[src/rtl/regfile_wb_driver.sv]
// Write-back driver for the register file write port: arbitrates EXU/LSU results into an
// in-order FIFO, drains one write per cycle, and exposes a youngest-match pending-write lookup.
module regfile_wb_driver #(
    parameter int unsigned ADDR_WIDTH = 5,
    parameter int unsigned DATA_WIDTH = 32,
    parameter int unsigned DEPTH      = 4
) (
    input  logic                      clk,
    input  logic                      rst_n,
    input  logic                      exu_valid,
    output logic                      exu_ready,
    input  logic [ADDR_WIDTH-1:0]     exu_rd,
    input  logic [DATA_WIDTH-1:0]     exu_data,
    input  logic                      lsu_valid,
    output logic                      lsu_ready,
    input  logic [ADDR_WIDTH-1:0]     lsu_rd,
    input  logic [DATA_WIDTH-1:0]     lsu_data,
    input  logic                      wb_stall,
    output logic                      Regwr,
    output logic [ADDR_WIDTH-1:0]     Rw,
    output logic [DATA_WIDTH-1:0]     busW,
    input  logic [ADDR_WIDTH-1:0]     query_rd,
    output logic                      pend_hit,
    output logic [DATA_WIDTH-1:0]     pend_data,
    output logic [$clog2(DEPTH):0]    count
);

    localparam int unsigned PW = $clog2(DEPTH);
    localparam int unsigned CW = PW + 1;

    typedef enum logic {GrantExu, GrantLsu} grant_e;

    grant_e                last_grant_q, last_grant_d;
    logic [ADDR_WIDTH-1:0] rd_q   [DEPTH];
    logic [DATA_WIDTH-1:0] data_q [DEPTH];
    logic [PW-1:0]         rptr_q, wptr_q;
    logic [CW-1:0]         count_q, count_d;

    logic                  full, empty;
    logic                  gnt_exu, gnt_lsu;
    logic                  exu_fire, lsu_fire;
    logic                  push, pop;
    logic [ADDR_WIDTH-1:0] push_rd;
    logic [DATA_WIDTH-1:0] push_data;
    logic [PW-1:0]         idx;

    assign full  = (count_q == CW'(DEPTH));
    assign empty = (count_q == '0);

    // Under contention the source that did not win the last handshake goes first.
    always_comb begin
        gnt_exu = exu_valid && (!lsu_valid || last_grant_q == GrantLsu);
        gnt_lsu = lsu_valid && (!exu_valid || last_grant_q == GrantExu);
    end

    // x0 results are always accepted (and dropped) even when the FIFO is full.
    assign exu_ready = rst_n && gnt_exu && (!full || exu_rd == '0);
    assign lsu_ready = rst_n && gnt_lsu && (!full || lsu_rd == '0);
    assign exu_fire  = exu_valid && exu_ready;
    assign lsu_fire  = lsu_valid && lsu_ready;

    always_comb begin
        push_rd   = exu_fire ? exu_rd : lsu_rd;
        push_data = exu_fire ? exu_data : lsu_data;
        push      = (exu_fire || lsu_fire) && (push_rd != '0);
    end

    assign pop   = !empty && !wb_stall;
    assign Regwr = pop;
    assign Rw    = empty ? '0 : rd_q[rptr_q];
    assign busW  = empty ? '0 : data_q[rptr_q];
    assign count = count_q;

    always_comb begin
        count_d = count_q;
        if (push && !pop) begin
            count_d = count_q + CW'(1);
        end else if (!push && pop) begin
            count_d = count_q - CW'(1);
        end
    end

    always_comb begin
        last_grant_d = last_grant_q;
        if (exu_fire) begin
            last_grant_d = GrantExu;
        end else if (lsu_fire) begin
            last_grant_d = GrantLsu;
        end
    end

    // Walk oldest to youngest so the last match found is the youngest one.
    always_comb begin
        pend_hit  = 1'b0;
        pend_data = '0;
        idx       = '0;
        for (int unsigned i = 0; i < DEPTH; i++) begin
            idx = rptr_q + PW'(i);
            if (CW'(i) < count_q && query_rd != '0 && rd_q[idx] == query_rd) begin
                pend_hit  = 1'b1;
                pend_data = data_q[idx];
            end
        end
    end

    always_ff @(posedge clk or negedge rst_n) begin
        if (!rst_n) begin
            rptr_q       <= '0;
            wptr_q       <= '0;
            count_q      <= '0;
            last_grant_q <= GrantExu;
            for (int i = 0; i < int'(DEPTH); i++) begin
                rd_q[i]   <= '0;
                data_q[i] <= '0;
            end
        end else begin
            if (push) begin
                rd_q[wptr_q]   <= push_rd;
                data_q[wptr_q] <= push_data;
                wptr_q         <= wptr_q + PW'(1);
            end
            if (pop) begin
                rptr_q <= rptr_q + PW'(1);
            end
            count_q      <= count_d;
            last_grant_q <= last_grant_d;
        end
    end

endmodule

[config.mk]
export PLATFORM = sky130hd
export DESIGN_NAME = regfile_wb_driver
export DESIGN_NICKNAME = d
export VERILOG_FILES = /design/src/rtl/regfile_wb_driver.sv
export SDC_FILE = /design/constraint.sdc
export NUM_CORES = 1
export LEC_CHECK = 0
export CORE_ASPECT_RATIO = 0.8
export CORE_MARGIN = 8
export CORE_UTILIZATION = 57
export CTS_CLUSTER_SIZE = 12
export DETAILED_ROUTE_END_ITERATION = 8
export PLACE_DENSITY = 0.85
export SYNTH_ARGS = -nofsm -noshare
export SYNTH_HDL_FRONTEND = slang
export SYNTH_SLANG_ARGS = --single-unit
[constraint.sdc]
create_clock -name clk -period 4.5 [get_ports clk]
set_input_delay 0.9 -clock clk [delete_from_list [all_inputs] [get_ports clk]]
set_output_delay 0.9 -clock clk [all_outputs]
set_load 0.02 [all_outputs]
==> results.md <==
Synthesis:
- The mux contribution to synthesized area is 17.8%.
- The cell area after synthesis is 0.0124 sq mm.
- The gate count after technology mapping is 1,473.
- For this run, the register share of the synthesized area comes to 31.6%.
- The cell with the most instances after synthesis is sky130_fd_sc_hd__nand2_1.
- The number of synthesized register bits is 156.
- The leading register cell type out of synthesis is sky130_fd_sc_hd__dfrtp_1.
- Ranked by instance count, the synthesized netlist is headed by sky130_fd_sc_hd__nand2_1, sky130_fd_sc_hd__a211oi_1, sky130_fd_sc_hd__dfrtp_1.
- After synthesis, the largest family of logic cells by area is compound AO/OA/AOI/OAI gates.
- Yosys printed 0 warnings.
- Summed over its instances, the top area cell type makes up 31.6% of the synthesized netlist area.
- The post-synthesis simple-gate area fraction is 12.2%.
- The synthesized netlist devotes 28.5% of its cell area to compound gates.
- The synthesized netlist devotes 1.85% of its cell area to XOR and XNOR gates.
- After synthesis, the cell types taking the most area are sky130_fd_sc_hd__dfrtp_1, sky130_fd_sc_hd__mux2i_1, sky130_fd_sc_hd__a211oi_1.
- The share of flip-flops with an asynchronous set or reset after synthesis is 100%.
- The total nets after synthesis is 1,566.
- Yosys mapped a number of flops with a built-in enable equal to 0.
- sky130_fd_sc_hd__dfrtp_1 takes more of the synthesized area than any other cell.
- The synthesized netlist devotes 0.911% of its cell area to adder and majority cells.
- The synthesized area per cell is 8.39 sq um.
- The synthesized netlist contains 52 unique library cells.

GRT:
- The sum of overflow across all layers after global routing is 0.
- The first global-routing pass estimated 69.6 mm of wire.
- The via count of the first global-routing pass is 12,900.
- The pin count of the biggest net entering global routing is 83.
- The initial antenna violation count was 0.
- Global routing used 32.0% of the available tracks across all layers.

Die:
- The placeable core area is 0.0214 sq mm.
- The die covers 0.0267 sq mm.
- The vertical die dimension is 148 um.
- The initial utilization of the core area, before any placement, comes to 57.7%.
- After floorplanning, the core was divided into 48 placement rows.
- The die is 181 um wide.
- The I/O pin count is 160.

Clock tree:
- Clock tree synthesis selected as its root buffer the cell sky130_fd_sc_hd__clkbuf_16.
- The clock drives 156 sinks.
- The number of buffers inserted during clock tree synthesis is 17.
- TritonCTS built the clock tree.
- The later pin in the worst-skew pair is clocked with a latency of 0.44 ns.
- The CTS H-tree depth is 4.
- After clock tree synthesis, the clock-pin slew on the worst setup and hold paths is 0.07 ns.
- The worst-case clock buffer depth is 2.

Worst setup path:
- STA puts the critical path data arrival time at 3.54 ns.
- The type of origin of the critical path is a register.
- By startpoint and endpoint, the worst setup path is classified as register to output port.
- The biggest fanout along the worst timing path is 16.
- The worst setup path is captured at an output port.
- The endpoint required time on the critical path is 3.60 ns.

Place:
- After detailed placement, the total cell area comes to 0.0149 sq mm.
- Including well taps, the total number of placed cells is 1,841.
- The port buffer count is 159.
- The congestion estimate from routability-driven global placement came to 0.865.
- The placed wire-length estimate after detailed placement is 27.6 mm.
- Prior to clock tree synthesis, the placed netlist has a worst setup slack of -0.518 ns.

Final layout:
- For this run, the number of standard cells in the final layout without fillers is 1,879.
- The layout overhead on the synthesized area is 25.3%.
- In the final layout, the share of cells above drive strength 1 is 15.0%.
- 0 antenna diodes ended up in the layout.
- For this run, the share of the core covered by cells in the final layout is 72.2%.
- For this run, the post-layout net count is 1,684.
- The final design area excluding fillers is 0.0155 sq mm.

Detailed routing:
- The violation count after the first detailed-route iteration is 2,087.
- The post-detailed-routing wire length is 43.3 mm.
- The via total after detailed routing is 13,100.
- The count of TritonRoute iterations in the first routing pass is 9.
- The count of nets left with antenna violations once routing finished came out at 0.
- Dividing the detail-routed via count by the number of cells gives 6.98.
- Dividing the detail-routed wire length by the instance count gives 23.1 um.
- For this run, design rule violations remaining after detail routing come to 0.

Timing:
- The transition time at the pin with the least slew margin is 1.09 ns.
- Setup violations remaining at the end of the flow were counted as 0.
- The clock period minus final worst setup slack is 4.44 ns.
- Setup repair after global routing could not meet its margin everywhere.
- The number of failing hold endpoints at the final stage is 0.
- Once routing completed, OpenROAD measured the worst setup slack at 0.0584 ns.
- Across the routed clock network, the largest skew measured is 0.0106 ns.
- The peak clock frequency supported by timing is 225 MHz.
- The relative slew slack is 27.1%.
- The count of final max-slew check failures is 0.
- The final critical path takes up 98.7% of the cycle.

Power:
- The total power per unit cell area is 881 mW/mm^2.
- The maximum vdd ir drop is 622 uV.
- The leakage power is 6.28 nW.

Flow run:
- The tool flagged a number of max-cap violations equal to 0.

Worst hold path:
- The min-delay analysis places its worst path in the category input pin to asynchronous set/reset pin.

Outcome:
- The run finished with clean final reports.
-- placed cells by master, fill, tap and decap left out, drive strengths merged, types with 2 or more instances in the layout --
cell           instances
nand2                189
a211oi               160
dfrtp                156
o21ai                156
mux2i                149
clkdlybuf4s50        124
buf                  110
nor2                  78
nor3                  66
a21oi                 66
inv                   46
clkbuf                42
mux2                  34
o31ai                 31
a311o                 31
o32ai                 31
a2111oi               30
xnor2                 17
mux4                  13
ha                     9
dlygate4sd2            8
nand3                  8
xor2                   7
clkinv                 5
and2                   4
clkinvlp               4
nor2b                  3
or4                    2
nor3b                  2
a2111o                 2
nand3b                 2
a41oi                  2
-- final timing paths --
kind / start / cells after the start / endpoint / slack, ns
worst max-delay path: rptr_q[0]$_DFFE_PN0P_ / 11 / pend_data[10] / 0.06
worst min-delay path: rst_n / 1 / rd_q[2]$_DFFE_PN0P_ / 0.25
worst max register to register: count[1]$_DFFE_PN0P_ / 10 / count[2]$_DFFE_PN0P_ / 1.76
worst min register to register: data_q[32]$_DFFE_PN0P_ / 2 / data_q[32]$_DFFE_PN0P_ / 0.51
max in group asynchronous: rst_n / 2 / rptr_q[0]$_DFFE_PN0P_ / 2.90
min in group clk: data_q[32]$_DFFE_PN0P_ / 2 / data_q[32]$_DFFE_PN0P_ / 0.51
-- cell families after synthesis --
family | after synthesis
XOR/XNOR | 24
adder cells (fa/ha/maj) | 9
AO/OA/AOI/OAI | 517
multiplexers | 196
flip-flops | 156
AND/OR/NAND/NOR | 360
buffers and inverters | 211
-- metal layers --
| layer | track usage [%] | routed length (um) |
|---|---|---|
| met3 | 9.57 | 5500 |
| met5 | 0 | 0 |
| met1 | 41.7 | 17000 |
| met4 | 13.0 | 1650 |
| met2 | 49.3 | 19200 |
-- metrics by stage --
stage / power [W] / hold WS [ns] / TNS [ns]
after floorplan: 0.00821 / 0.465 / 0
after global placement: 0.0117 / 0.478 / -10.00
after detailed placement: 0.0120 / 0.488 / -12.44
after CTS: 0.0134 / 0.244 / 0
after global routing: 0.0143 / 0.254 / -0.129
final: 0.0136 / 0.249 / 0
-- area by class of cell --
class                   count  area (sq um)
clock buffers              18           439
clock inverters            14           138
fillers                  1546          5960
inverters                  42           158
multi-input cells        1106          7800
flip-flops and latches    156          3910
well taps                 275           344
repair buffers            268          2690
-- timing repair --
item                       4_1_cts  5_1_grt
resized for setup               40       84
hold buffers                     0        0
setup buffers                    4        2
pin swaps                        1        2
cloned                           0        0
setup endpoints to repair       33       33
-- flip-flops by register name, summed over array words and instances, names as in the netlist --
register / count
data_q: 128
rd_q: 20
count: 3
rptr_q: 2
wptr_q: 2
last_grant_q: 1
-- where the power goes --
part           leakage [nW]  switching, W  internal, W  total, W
sequential             1.96      0.000604      0.00204   0.00265
combinational          4.05       0.00580      0.00373   0.00953
clock                 0.271      0.000670     0.000787   0.00146
-- worst max-delay path, stage by stage, from the launching register on --
cell,delay (ns)
sky130_fd_sc_hd__dfrtp_4,0.57
sky130_fd_sc_hd__buf_4,0.16
sky130_fd_sc_hd__mux4_1,0.57
sky130_fd_sc_hd__xnor2_1,0.19
sky130_fd_sc_hd__buf_4,0.15
sky130_fd_sc_hd__o2111ai_4,0.14
sky130_fd_sc_hd__buf_6,0.21
sky130_fd_sc_hd__buf_12,0.16
sky130_fd_sc_hd__nor3_1,0.24
sky130_fd_sc_hd__a211oi_2,0.12
sky130_fd_sc_hd__o32ai_1,0.19
sky130_fd_sc_hd__dlygate4sd1_1,0.37
(Power assumes the default switching activity.)
